<file path="src/rtl/press_classifier_if.sv">
// Button press classifier bus: raw button levels in,
// per-channel classification pulses and held levels out.
interface press_classifier_if #(
   parameter int N_CH = 4
);
   logic [N_CH-1:0] inc;
   logic [N_CH-1:0] inc_short;
   logic [N_CH-1:0] inc_long;
   logic [N_CH-1:0] inc_repeat;
   logic [N_CH-1:0] held;

   modport master (
      output inc,
      input  inc_short,
      input  inc_long,
      input  inc_repeat,
      input  held
   );

   modport slave (
      input  inc,
      output inc_short,
      output inc_long,
      output inc_repeat,
      output held
   );
endinterface

</file>
<file path="src/rtl/press_classifier.sv">
// Multi-channel button press classifier: synchronise, debounce,
// then classify each press as short, long (with auto-repeat) or noise.
module press_classifier #(
   parameter int N_CH         = 4,
   parameter int CNT_W        = 15,
   parameter int DEB_TICKS    = 4,
   parameter int MIN_TICKS    = 3,
   parameter int LONG_TICKS   = 450,
   parameter int REPEAT_TICKS = 1000
) (
   input  logic             clk_10000Hz,
   input  logic             rst,
   press_classifier_if.slave bus
);

   localparam int CNT_MAX_I = (2 ** CNT_W) - 1;

   localparam int REP_L =
      (REPEAT_TICKS == 0)           ? 0 :
      (REPEAT_TICKS - 1 > CNT_MAX_I) ? CNT_MAX_I :
                                       REPEAT_TICKS - 1;

   localparam logic [CNT_W-1:0] CNT_MAX  = CNT_W'(CNT_MAX_I);
   localparam logic [CNT_W-1:0] CNT_ONE  = CNT_W'(1);
   localparam logic [CNT_W-1:0] LONG_M1  = CNT_W'(LONG_TICKS - 1);
   localparam logic [CNT_W-1:0] MIN_V    = CNT_W'(MIN_TICKS);
   localparam logic [CNT_W-1:0] REP_LAST = CNT_W'(REP_L);
   localparam logic [7:0]       DEB_LAST = 8'(DEB_TICKS - 1);

   typedef enum logic [1:0] {
      IDLE  = 2'd0,
      PRESS = 2'd1,
      HELD  = 2'd2
   } state_t;

   for (genvar ch = 0; ch < N_CH; ch++) begin : g_ch

      logic             s1;
      logic             s2;
      logic             deb_state;
      logic [7:0]       deb_cnt;
      state_t           state;
      logic [CNT_W-1:0] dur;
      logic [CNT_W-1:0] rep_cnt;
      logic             short_q;
      logic             long_q;
      logic             rep_q;
      logic             held_q;

      // Two-flop synchroniser for the asynchronous button level
      always_ff @(posedge clk_10000Hz or posedge rst) begin
         if (rst) begin
            s1 <= 1'b0;
            s2 <= 1'b0;
         end else begin
            s1 <= bus.inc[ch];
            s2 <= s1;
         end
      end

      // Accept a level change only after DEB_TICKS consecutive
      // differing samples; any agreeing sample restarts the count
      always_ff @(posedge clk_10000Hz or posedge rst) begin
         if (rst) begin
            deb_state <= 1'b0;
            deb_cnt   <= 8'd0;
         end else if (s2 == deb_state) begin
            deb_cnt <= 8'd0;
         end else if (deb_cnt == DEB_LAST) begin
            deb_state <= s2;
            deb_cnt   <= 8'd0;
         end else begin
            deb_cnt <= deb_cnt + 8'd1;
         end
      end

      // Press classification FSM; pulses are registered and last
      // exactly one cycle because they default low every edge
      always_ff @(posedge clk_10000Hz or posedge rst) begin
         if (rst) begin
            state   <= IDLE;
            dur     <= '0;
            rep_cnt <= '0;
            short_q <= 1'b0;
            long_q  <= 1'b0;
            rep_q   <= 1'b0;
            held_q  <= 1'b0;
         end else begin
            short_q <= 1'b0;
            long_q  <= 1'b0;
            rep_q   <= 1'b0;
            unique case (state)
               IDLE: begin
                  if (deb_state) begin
                     dur <= CNT_ONE;
                     if (LONG_TICKS == 1) begin
                        state   <= HELD;
                        rep_cnt <= '0;
                        held_q  <= 1'b1;
                     end else begin
                        state <= PRESS;
                     end
                  end
               end
               PRESS: begin
                  if (deb_state) begin
                     if (dur != CNT_MAX) begin
                        dur <= dur + CNT_ONE;
                     end
                     if (dur == LONG_M1) begin
                        state   <= HELD;
                        rep_cnt <= '0;
                        held_q  <= 1'b1;
                     end
                  end else begin
                     short_q <= (dur >= MIN_V);
                     state   <= IDLE;
                  end
               end
               HELD: begin
                  if (deb_state) begin
                     if (REPEAT_TICKS != 0) begin
                        if (rep_cnt == REP_LAST) begin
                           rep_q   <= 1'b1;
                           rep_cnt <= '0;
                        end else if (rep_cnt != CNT_MAX) begin
                           rep_cnt <= rep_cnt + CNT_ONE;
                        end
                     end
                  end else begin
                     long_q <= 1'b1;
                     held_q <= 1'b0;
                     state  <= IDLE;
                  end
               end
               default: begin
                  state  <= IDLE;
                  held_q <= 1'b0;
               end
            endcase
         end
      end

      assign bus.inc_short[ch]  = short_q;
      assign bus.inc_long[ch]   = long_q;
      assign bus.inc_repeat[ch] = rep_q;
      assign bus.held[ch]       = held_q;

   end

endmodule

</file>
<file path="src/flat_wrapper.sv">
// flat-port wrapper written by rule: the top's interface ports become plain ports
module press_classifier_flat 
#(
   parameter int N_CH         = 4,
   parameter int CNT_W        = 15,
   parameter int DEB_TICKS    = 4,
   parameter int MIN_TICKS    = 3,
   parameter int LONG_TICKS   = 450,
   parameter int REPEAT_TICKS = 1000
)
  (clk_10000Hz, rst, bus_inc, bus_inc_short, bus_inc_long, bus_inc_repeat, bus_held);
  press_classifier_if #(.N_CH(N_CH)) bus_i ();
  input  logic clk_10000Hz;
  input  logic rst;
  input wire logic [$bits(bus_i.inc)-1:0] bus_inc;
  output wire logic [$bits(bus_i.inc_short)-1:0] bus_inc_short;
  output wire logic [$bits(bus_i.inc_long)-1:0] bus_inc_long;
  output wire logic [$bits(bus_i.inc_repeat)-1:0] bus_inc_repeat;
  output wire logic [$bits(bus_i.held)-1:0] bus_held;
  assign bus_i.inc = bus_inc;
  assign bus_inc_short = bus_i.inc_short;
  assign bus_inc_long = bus_i.inc_long;
  assign bus_inc_repeat = bus_i.inc_repeat;
  assign bus_held = bus_i.held;
  press_classifier #(.N_CH(N_CH), .CNT_W(CNT_W), .DEB_TICKS(DEB_TICKS), .MIN_TICKS(MIN_TICKS), .LONG_TICKS(LONG_TICKS), .REPEAT_TICKS(REPEAT_TICKS)) u_core (.clk_10000Hz(clk_10000Hz), .rst(rst), .bus(bus_i));
endmodule
</file>
<file path="config.mk">
export PLATFORM = sky130hd
export DESIGN_NAME = press_classifier_flat
export DESIGN_NICKNAME = d
export VERILOG_FILES = /design/src/rtl/press_classifier_if.sv /design/src/rtl/press_classifier.sv /design/src/flat_wrapper.sv
export SDC_FILE = /design/constraint.sdc
export NUM_CORES = 1
export LEC_CHECK = 0
export BUFFER_PORTS_ARGS = -buffer_cell sky130_fd_sc_hd__buf_2
export CORE_MARGIN = 2
export CORE_UTILIZATION = 60
export DETAILED_ROUTE_END_ITERATION = 10
export PLACE_DENSITY_LB_ADDON = 0.25
export SKIP_LAST_GASP = 1
export SLEW_MARGIN = 10
export SYNTH_ARGS = -nofsm -noshare
export SYNTH_HDL_FRONTEND = slang
export SYNTH_SLANG_ARGS = --single-unit
export TNS_END_PERCENT = 1
</file>
<file path="constraint.sdc">
create_clock -name clk_10000Hz -period 6.1 [get_ports clk_10000Hz]
set_input_delay 0.305 -clock clk_10000Hz [delete_from_list [all_inputs] [get_ports clk_10000Hz]]
set_output_delay 0.305 -clock clk_10000Hz [all_outputs]
set_load 0.1 [all_outputs]
</file>
==> results.yml <==
synthesis:
  post_synth.cell_area_avg_sq_um: 9.32
  synth_warnings: 0
  synth.cell_area_sq_mm: 0.00996
  async_flop_share_pct: 100
  synth_enable_flop_cells: 0
  synthFlopType: "sky130_fd_sc_hd__dfrtp_1"
  synth_largest_area_cell: "sky130_fd_sc_hd__dfrtp_1"
  synth_sequential_area_ratio_pct: 47.2
  synth.top_cells.by_area: "sky130_fd_sc_hd__dfrtp_1, sky130_fd_sc_hd__nand2_1, sky130_fd_sc_hd__nand3_1, sky130_fd_sc_hd__nor2_1, sky130_fd_sc_hd__o21ai_0"
  synthesis.nets: 1090
  post_synth_inst_count: 1068
  synth_seq_cells: 188
  synth_top_cell_area_share_pct: 47.2
  yosys.cell_types.count: 78
clocking:
  tritoncts: "yes"
  tritoncts.num_buffers: 17
  post-cts-setup-buffers: 0
  worstSkewPairLatency_ps: 430
  cts_max_level: 4
  clockRootBuffer: "sky130_fd_sc_hd__clkbuf_16"
  clkSinkCount: 188
  ctsLongestPathBuffers: 2
  cts.reportedPaths.clkPinSlew_ps: 70
routing:
  num_vias: 7928
  via_per_inst: 6.14
  post_drt_wl_per_cell_microns: 14.9
  drt-pass1-iter-count: 5
  routed_wl_mm: 19.3
  detail-route-antenna-nets: 0
  detail_route.drc_violations: 0
  first_iter_violations: 590
die:
  design.die.area_sq_mm: 0.0176
  boundaryPins: 22
  die-width_microns: 133
  die_h_microns: 133
  core.rowCount: 47
  floorplan.core_area_sq_mm: 0.0164
  effective_utilization_at_floorplan_pct: 60.7
final_layout:
  finish.net_count: 1081
  area_overhead_vs_synth_pct: 7.22
  layout-drive-gt1-share_pct: 7.74
  n_antenna_cell: 0
setup_path:
  worst_path_max_delay_cell: "sky130_fd_sc_hd__a41o_1"
  critPathMaxStageDelay_ps: 730
  worst-path-max-fanout: 23
  timing.setup.critical_path_class: "reg -> reg"
  worstSetupEndpointType: "register"
  worst_setup_path_start_kind: "register"
  timing.critical_path.from: "u_core.g_ch[0].dur[0]"
  cp.depth: 6
  crit_path_end: "u_core.g_ch[0].dur[2]"
  critical_path_cell_by_cell: "ha_1 > nand2_1 > nor4b_1 > a41o_1 > nor3_1 > a211o_1"
  timing.rr.end: "u_core.g_ch[0].dur[2]"
  critical_path.top_delay_family: "compound AO/OA/AOI/OAI gates"
  worst_ep_required_time_ps: 6420
  r2r_cells: 6
  setup.reg_to_reg.worst_slack_ps: 3320
  worst-path-buf-inv: 0
  crit-reg2reg-launch: "u_core.g_ch[0].dur[0]"
  cp.arrival_ps: 3100
global_routing:
  grt_start_max_net_pins: 134
  antenna_violations_before_repair: 0
  track_usage_pct: 23.6
  wire_length_of_the_first_global_routing_pass_mm: 34.8
  grt_remaining_overflow: 0
  first_global_vias: 7561
run:
  drv.max_cap_violation_count: 0
status:
  status: "completed"
placement:
  preCtsSetupSlack_ps: 3380
  io_buffer_count: 21
  dp.final_hpwl_mm: 13.0
  gp_routability_congestion: 0.900
timing:
  setup_ws_ps: 3320
  unrepaired_setup_endpoints_after_global_routing: "no"
  fmax_ghz: 0.359
  slew_violations: 0
  post-route-min-period_ps: 2780
  clock-skew-final_ps: 7.90
  timing.final.setup_violations: 0
  worst_slew_pin_slew_ps: 859
  fin_setup_tns_ps: 0
  hold_viol: 0
  min_period_over_period_pct: 45.6
  relSlewSlack_pct: 42.7
hold_path:
  hold_crit_path_type: "in -> async"
pwr:
  power_density_mw_per_mm2: 304
  vdd_ir_drop_max_uv: 289
  power.static_leakage_nw: 4.67
  power.share.switching_pct: 34.4
  power.share.combinational_pct: 20.1
  power.internal_w: 0.00213
  clock_power_share_pct: 32.1
  p_seq_share_pct: 47.8
  p_sw_w: 0.00111
[power groups by stage]
stage	clock network, W	logic (W)	registers [W]
6_report	0.00104	0.000651	0.00155
2_1_floorplan	0	0.000610	0.00146
3_3_place_gp	0	0.000636	0.00157
4_1_cts	0.00107	0.000660	0.00155
5_1_grt	0.00112	0.000738	0.00158
3_5_place_dp	0	0.000652	0.00157
[cell families (layout without fill, tap and decap cells)]
kind of cell	Yosys count	in the layout	synth area share (%)
buffers and inverters	84	88	3.96
xor gates and xnor gates	35	35	3.08
muxes	19	19	2.02
adders and majority gates	16	16	2.01
DFF	188	188	47.2
AOI/OAI and AO/OA	229	229	15.5
and+or+nand+nor	497	497	26.2
[flip-flops by register name (all words and copies together) (netlist names)]
register	count
u_core.g_ch.dur	60
u_core.g_ch.state	8
u_core.g_ch.short_q	4
u_core.g_ch.rep_cnt	60
u_core.g_ch.s2	4
u_core.g_ch.s1	4
u_core.g_ch.rep_q	4
u_core.g_ch.long_q	4
u_core.g_ch.deb_cnt	32
u_core.g_ch.deb_state	4
u_core.g_ch.held_q	4
[synthesized netlist by cell type (17+ instances only)]
cell type / number
sky130_fd_sc_hd__nand4_1: 26
sky130_fd_sc_hd__nor3_1: 31
sky130_fd_sc_hd__nand3_1: 71
sky130_fd_sc_hd__nor2_1: 93
sky130_fd_sc_hd__or4_1: 20
sky130_fd_sc_hd__o21ai_0: 65
sky130_fd_sc_hd__inv_1: 28
sky130_fd_sc_hd__nor4_1: 27
sky130_fd_sc_hd__dfrtp_1: 188
sky130_fd_sc_hd__xor2_1: 27
sky130_fd_sc_hd__buf_4: 17
sky130_fd_sc_hd__clkbuf_1: 32
sky130_fd_sc_hd__and3_1: 34
sky130_fd_sc_hd__o31ai_1: 18
sky130_fd_sc_hd__nand2_1: 110
sky130_fd_sc_hd__a21oi_1: 40
sky130_fd_sc_hd__a31oi_1: 17
[cell type report]
type / count / area [sq um]
flip-flops and latches: 188 / 4700
multi-input cells: 796 / 4860
clock buffers: 19 / 433
well taps: 220 / 275
repair buffers: 28 / 168
inverters: 28 / 113
fillers: 1315 / 5730
clock inverters: 13 / 120
[placed cells by master (no fill, tap or decap), types with 7 or more instances in the layout]
cell	Yosys	final
sky130_fd_sc_hd__dfrtp_1	188	188
sky130_fd_sc_hd__nand2_1	110	110
sky130_fd_sc_hd__nor2_1	93	93
sky130_fd_sc_hd__nand3_1	71	71
sky130_fd_sc_hd__o21ai_0	65	65
sky130_fd_sc_hd__a21oi_1	40	40
sky130_fd_sc_hd__and3_1	34	34
sky130_fd_sc_hd__nor3_1	31	31
sky130_fd_sc_hd__inv_1	28	27
sky130_fd_sc_hd__nor4_1	27	27
sky130_fd_sc_hd__xor2_1	27	27
sky130_fd_sc_hd__nand4_1	26	26
sky130_fd_sc_hd__buf_2	5	21
sky130_fd_sc_hd__or4_1	20	20
sky130_fd_sc_hd__a31oi_1	17	17
sky130_fd_sc_hd__o31ai_1	18	17
sky130_fd_sc_hd__clkbuf_16	0	17
sky130_fd_sc_hd__nor2b_1	16	16
sky130_fd_sc_hd__ha_1	16	16
sky130_fd_sc_hd__nand2b_1	15	15
sky130_fd_sc_hd__or3_1	11	11
sky130_fd_sc_hd__mux2i_1	10	10
sky130_fd_sc_hd__o211ai_1	10	10
sky130_fd_sc_hd__mux2_2	9	9
sky130_fd_sc_hd__and4_1	8	8
sky130_fd_sc_hd__a22o_1	8	8
sky130_fd_sc_hd__xnor2_1	8	8
sky130_fd_sc_hd__a41oi_1	7	7
sky130_fd_sc_hd__a221o_1	7	7
[how the worst min path moves through the flow]
stage | slack (ps) | depth (start not counted) | from | endpoint
2_1_floorplan | 330 | 0 | u_core.g_ch[0].s1 | u_core.g_ch[0].s2
3_3_place_gp | 340 | 0 | u_core.g_ch[0].s1 | u_core.g_ch[0].s2
3_5_place_dp | 340 | 0 | u_core.g_ch[0].s1 | u_core.g_ch[0].s2
4_1_cts | 110 | 2 | rst | u_core.g_ch[3].deb_cnt[7]
5_1_grt | 150 | 2 | rst | u_core.g_ch[3].deb_cnt[3]
6_report | 60 | 2 | rst | u_core.g_ch[3].deb_cnt[7]
[repair_timing]
action,CTS,global route
endpoints found under the hold margin,4,0
gates resized for setup,0,0
hold buffers,4,0
[worst reg2reg max path: cells and delay by family (launching register included)]
kind                     cells  cell delay, ps
AND/OR/NAND/NOR              3             930
AO/OA/AOI/OAI                2            1010
flip-flops                   1             430
adder cells (fa/ha/maj)      1             290
[through the flow]
stage                     util [%]  total power, W  hold WS, ps  area, sq um  cells
after floorplan                  -         0.00207          331         9960   1068
after global placement        61.5         0.00220          336        10100   1256
after detailed placement      61.5         0.00222          337        10100   1256
after CTS                     65.1         0.00328          106        10700   1292
after global routing          65.1         0.00343          149        10700   1292
final                         65.1         0.00324         61.5        10700   1292
[layer usage]
| layer | up-vias | GRT usage [%] | wire length, microns |
|---|---|---|---|
| met5 | - | 0 | 0 |
| met4 | 0 | 7.83 | 217 |
| met3 | 19 | 4.90 | 803 |
| met2 | 190 | 36.9 | 8960 |
| met1 | 3796 | 33.4 | 9310 |
| li1 | 3923 | - | - |
Power figures use the tool's default switching activity.
